File: src/rtl/e203_defines.sv
// e203_defines: shared EXU widths and writeback scheduler constants.
package e203_defines;
    localparam int XLEN            = 32;
    localparam int RFIDX_WIDTH     = 5;
    localparam int ITAG_WIDTH      = 1;
    localparam int WBCK_STARVE_MAX = 4;
    typedef enum logic [1:0] {GNT_NONE, GNT_SHORT, GNT_ALU, GNT_LSU} wbck_gnt_e;
endpackage

File: src/rtl/e203_exu_wbck_stage.sv
// e203_exu_wbck_stage: one-entry valid/ready register slice; can drain and reload in the same cycle.
module e203_exu_wbck_stage #(
    parameter int W = 37
) (
    input  logic         clk,
    input  logic         rst_n,
    input  logic         push,
    output logic         room,
    input  logic [W-1:0] push_dat,
    output logic         vld,
    input  logic         rdy,
    output logic [W-1:0] dat
);
    assign room = ~vld | rdy;

    always_ff @(posedge clk) begin
        if (!rst_n) begin
            vld <= 1'b0;
            dat <= '0;
        end else if (push) begin
            vld <= 1'b1;
            dat <= push_dat;
        end else if (rdy) begin
            vld <= 1'b0;
        end
    end
endmodule

File: src/rtl/e203_exu_wbck_sched.sv
// e203_exu_wbck_sched: arbitrates short-pipe and OITF-ordered long-pipe results onto the regfile write port.
module e203_exu_wbck_sched #(
    parameter int XLEN       = e203_defines::XLEN,
    parameter int RFIDX_W    = e203_defines::RFIDX_WIDTH,
    parameter int ITAG_W     = e203_defines::ITAG_WIDTH,
    parameter int STARVE_MAX = e203_defines::WBCK_STARVE_MAX
) (
    input  logic               clk,
    input  logic               rst_n,
    input  logic               short_wbck_i_valid,
    output logic               short_wbck_i_ready,
    input  logic [XLEN-1:0]    short_wbck_i_wdat,
    input  logic [RFIDX_W-1:0] short_wbck_i_rdidx,
    input  logic               alu_longp_i_valid,
    output logic               alu_longp_i_ready,
    input  logic [XLEN-1:0]    alu_longp_i_wdat,
    input  logic [RFIDX_W-1:0] alu_longp_i_rdidx,
    input  logic [ITAG_W-1:0]  alu_longp_i_itag,
    input  logic               lsu_longp_i_valid,
    output logic               lsu_longp_i_ready,
    input  logic [XLEN-1:0]    lsu_longp_i_wdat,
    input  logic [RFIDX_W-1:0] lsu_longp_i_rdidx,
    input  logic [ITAG_W-1:0]  lsu_longp_i_itag,
    input  logic               lsu_longp_i_err,
    input  logic               oitf_empty,
    input  logic [ITAG_W-1:0]  oitf_ret_ptr,
    output logic               oitf_ret_ena,
    output logic               rf_wbck_o_valid,
    input  logic               rf_wbck_o_ready,
    output logic [XLEN-1:0]    rf_wbck_o_wdat,
    output logic [RFIDX_W-1:0] rf_wbck_o_rdidx
);
    import e203_defines::*;

    localparam int CNT_W = $clog2(STARVE_MAX + 1);
    localparam int PAY_W = XLEN + RFIDX_W;

    logic             alu_elig, lsu_elig, long_elig, starved;
    logic             stage_rdy, long_acc, load;
    logic [CNT_W-1:0] starve_cnt;
    logic [PAY_W-1:0] load_dat, stage_dat;
    wbck_gnt_e        gnt, long_gnt;

    always_comb begin
        alu_elig  = alu_longp_i_valid & ~oitf_empty & (alu_longp_i_itag == oitf_ret_ptr);
        lsu_elig  = lsu_longp_i_valid & ~oitf_empty & (lsu_longp_i_itag == oitf_ret_ptr);
        long_elig = alu_elig | lsu_elig;
        starved   = long_elig & (starve_cnt == CNT_W'(STARVE_MAX));
        long_gnt  = lsu_elig ? GNT_LSU : GNT_ALU;
        gnt       = starved ? long_gnt : short_wbck_i_valid ? GNT_SHORT : long_elig ? long_gnt : GNT_NONE;
        short_wbck_i_ready = rst_n & (gnt == GNT_SHORT) & stage_rdy;
        alu_longp_i_ready  = rst_n & (gnt == GNT_ALU) & stage_rdy;
        // An errored LSU result only retires the OITF entry, so it never needs the stage.
        lsu_longp_i_ready  = rst_n & (gnt == GNT_LSU) & (stage_rdy | lsu_longp_i_err);
        long_acc     = alu_longp_i_ready | lsu_longp_i_ready;
        oitf_ret_ena = long_acc;
        load     = short_wbck_i_ready | alu_longp_i_ready | (lsu_longp_i_ready & ~lsu_longp_i_err);
        load_dat = short_wbck_i_ready ? {short_wbck_i_wdat, short_wbck_i_rdidx}
                 : alu_longp_i_ready  ? {alu_longp_i_wdat, alu_longp_i_rdidx}
                 :                      {lsu_longp_i_wdat, lsu_longp_i_rdidx};
    end

    always_ff @(posedge clk) begin
        if (!rst_n || long_acc || !long_elig)
            starve_cnt <= '0;
        else if (starve_cnt < CNT_W'(STARVE_MAX))
            starve_cnt <= starve_cnt + CNT_W'(1);
    end

    e203_exu_wbck_stage #(.W(PAY_W)) u_stage (
        .clk      (clk),
        .rst_n    (rst_n),
        .push     (load),
        .room     (stage_rdy),
        .push_dat (load_dat),
        .vld      (rf_wbck_o_valid),
        .rdy      (rf_wbck_o_ready),
        .dat      (stage_dat)
    );

    assign {rf_wbck_o_wdat, rf_wbck_o_rdidx} = stage_dat;
endmodule

File: config.mk
export PLATFORM = sky130hd
export DESIGN_NAME = e203_exu_wbck_sched
export DESIGN_NICKNAME = d
export VERILOG_FILES = /design/src/rtl/e203_defines.sv /design/src/rtl/e203_exu_wbck_stage.sv /design/src/rtl/e203_exu_wbck_sched.sv
export SDC_FILE = /design/constraint.sdc
export NUM_CORES = 1
export LEC_CHECK = 0
export BUFFER_PORTS_ARGS = -buffer_cell sky130_fd_sc_hd__buf_2
export CORE_MARGIN = 3
export CORE_UTILIZATION = 43
export DETAILED_ROUTE_END_ITERATION = 8
export PLACE_DENSITY = 0.89
export SLEW_MARGIN = 20
export SYNTH_ARGS = -nofsm -noshare
export SYNTH_HDL_FRONTEND = slang
export SYNTH_SLANG_ARGS = --single-unit
File: constraint.sdc
create_clock -name clk -period 3.4 [get_ports clk]
set_clock_uncertainty 0.2 [all_clocks]
set_input_delay 0.17 -clock clk [delete_from_list [all_inputs] [get_ports clk]]
set_output_delay 0.17 -clock clk [all_outputs]
set_load 0.01 [all_outputs]
==> results.md <==
- Die area: 5900 sq um
- Cells after Synth: 244
- Post-Syn Area: 2160 sq um
- CP endpoint kind: flip-flop
- Placed cell count: 457
- Unique masters post-synth: 26
- Top cells by area, synth: dfxtp_1 38%, mux2i_1 18%, o221ai_1 15%, nand2_1 13%, clkbuf_1 1.9%
- Fill cells: 333
- Reg-to-Reg End: u_stage.dat[2]
- Setup TNS Final: 0 ps
- CP required: 3430 ps
- Post-Syn Nets: 368
- Via Count: 2828
- Post-cts resize count: 0
- First-pass GRT wire length: 13900 um
- FP Rows: 25
- Setup bufs post-CTS: 0
- H-tree level count: 2
- Setup WS post-layout: 325 ps
- Drc violations: 0
- Worst vdd ir: 0.216 mV
- Num ports: 164
- Critical path's slowest cell: nand3b_2
- Hold depth: 3
- Adder-cell share of the synthesized area: 1.16%
- Clock Sinks: 41
- Simple-gate share of the synthesized area: 16.8%
- Final Hold Slack: 3.49 ps
- Top-area cell type share of the netlist area: 38.1%
- Worst slew pin tran: 813 ps
- Final HPWL DP: 4940 um
- Pre-Repair DR Iteration Count: 5
- Clock Latency Late Sink: 290 ps
- Worst reg2reg startpoint: starve_cnt[0]
- Tot GR Track Use: 29.1%
- Nets: 577
- DRT iter0 DRCs: 157
- Clock slew at reported path FFs: 80 ps
- Placement Setup Slack: 844 ps
- Final setup fails: 0
- Asr flop ratio synth: 0%
- Vias/cell: 5.43
- Crit-path max FO: 37
- # port buffers: 163
- Remaining Overflow, GRT: 0
- Fraction of synthesized area in multiplexers: 17.6%
- Number of synthesized register bits: 41
- Largest net degree at the start of global routing: 39
- HP Class: input pin to flip-flop
- Critical path's top delay family: compound AO/OA/AOI/OAI gates
- Min Clock Period, post-route: 3070 ps
- F_max: 325 MHz
- Sequential fraction of the synthesis area: 38.1%
- Avg Inst Size Synth: 8.84 sq um
- Worst path cell trace: inv_1 -> ha_1 -> a21bo_2 -> nand2_1 -> o221a_2 -> nand3b_2 -> o221ai_1 -> dlygate4sd3_1
- Largest family of logic cells by synthesized area: compound AO/OA/AOI/OAI gates
- Antenna viol nets, final: 0
- Reg2reg path depth: 8
- Layout overhead on the synthesized area: 69.8%
- Core box area: 4790 sq um
- Slew Limit Fails: 0
- Max-Cap Viols: 0
- Register-to-register setup slack: 330 ps
- Number of flops mapped to enable cells by yosys: 0
- Pwr per Cell Area: 373 nW/um^2
- Status: complete, no violations
- Max_slew headroom: 45.5%
- Arr. time, crit path: 3110 ps
- Main synth FF type: dfxtp_1
- Critical path class: flip-flop to flip-flop
- Compound-Gate Fraction of Synth Area: 18.5%
- Routed Wire Length: 8750 um
- Post-synth top cells: 75 x nand2_1, 41 x dfxtp_1, 38 x mux2i_1, 37 x o221ai_1, 11 x clkbuf_1
- Finished Layout Cells: 521
- Buf/Inv on CP: 2
- CTS Buffer Depth: 2
- Cell with the most instances after synthesis: nand2_1
- CTS tree: built
- Pleak: 0.00171 uW
- Chip width: 76.8 um
- Vias in the first global route: 2835
- Period utilization: 90.4%
- Final RePlAce weighted congestion: 0.751
- Num CTS Buffers: 5
- Clock root buffer: clkbuf_8
- Die Span Y: 76.8 um
- Hold Fails Final Rpt: 0
- N_diodes: 0
- Starting Density: 45.1%
- RSZ-0062 raised after global routing: no
- Routed wire per std cell: 16.8 um
- Hold EP: u_stage.dat[7]
- Crit-path max cell delay: 600 ps
- Initial antenna violation count: 0
- Nature of the critical path startpoint: flip-flop
- Worst Hold Launch: lsu_longp_i_wdat[2]
- Share of layout cells above drive strength 1: 39.9%
- XOR/XNOR share of the synthesized area: 1.22%
- Cell taking the most area after synthesis: dfxtp_1
- Syn. warnings: 0
-- stage by stage --
stage / utilization (%) / area (sq um) / power [uW]
global placement: 62.3 / 2980 / 864
global route: 76.5 / 3660 / 1430
CTS: 76.5 / 3660 / 1350
finish: 76.5 / 3660 / 1370
floorplan: - / 2160 / 725
detailed placement: 62.3 / 2980 / 875
-- cells by family after synthesis --
family | Yosys count
mux | 38
xor+xnor | 3
buf+inv | 25
simple gates | 89
fa+ha+maj | 2
flops | 41
compound gates | 46
-- power breakdown --
part / internal, uW / total [uW] / switching [uW] / leakage (uW)
Sequential: 534 / 563 / 28.4 / 0.000340
Combinational: 207 / 391 / 183 / 0.00131
Clock: 239 / 415 / 176 / 0.0000574
Total: 980 / 1370 / 388 / 0.00171
-- cell type report --
cell class	instances	area, sq um	area share [%]
inverter	4	15.0	0.410
clock buffer	6	82.6	2.25
multi-input combinational	178	1200	32.9
clock inverter	2	37.5	1.02
timing repair buffer	223	1420	38.7
tap	67	83.8	2.29
sequential	41	821	22.4
-- worst max path at each step --
stage             startpoint               to  slack, ps  depth (start not counted)
2_1_floorplan  starve_cnt[0]     oitf_ret_ena       1380                          8
3_3_place_gp   starve_cnt[0]  u_stage.dat[15]        960                          7
3_5_place_dp    oitf_ret_ptr  u_stage.dat[28]        840                          7
4_1_cts        starve_cnt[0]  u_stage.dat[35]        400                          8
5_1_grt        starve_cnt[0]   u_stage.dat[4]        140                          8
6_report       starve_cnt[0]   u_stage.dat[2]        330                          8
-- worst register-to-register path: cells and delay by family, from the launching register on --
| family | cells | cell delay, ps |
|---|---|---|
| fa+ha+maj | 1 | 200 |
| buf+inv | 2 | 660 |
| compound gates | 3 | 910 |
| simple gates | 2 | 670 |
| flops | 1 | 370 |
-- placed cells by master (no fill, tap or decap), types with 2 or more instances in the layout --
cell type / n
dlygate4sd3_1: 56
xor2_1: 3
dfxtp_1: 41
mux2i_1: 38
ha_1: 2
nand2b_1: 2
a21boi_0: 2
nor2_1: 5
buf_4: 3
nand2_1: 75
buf_2: 163
inv_1: 4
clkbuf_8: 6
o221ai_1: 37
or2_1: 2
-- state kept, by name, summed over array words and instances, names as in the netlist --
register and cells:
u_stage.vld 1, u_stage.dat 37, starve_cnt 3
-- metal layers --
layer / vias to the layer above / wire length, um / GRT usage, %
met3: 41 / 849 / 8.33
li1: 1300 / - / -
met4: 0 / 422 / 15.6
met2: 208 / 4300 / 50.4
met5: - / 0 / 0
met1: 1279 / 3180 / 31.9
-- repair_timing --
action,4_1_cts,5_1_grt
endpoints found under the hold margin,37,0
setup endpoints to repair,0,0
hold buffers,56,0
Note: power is estimated with default switching activity, not from simulation.
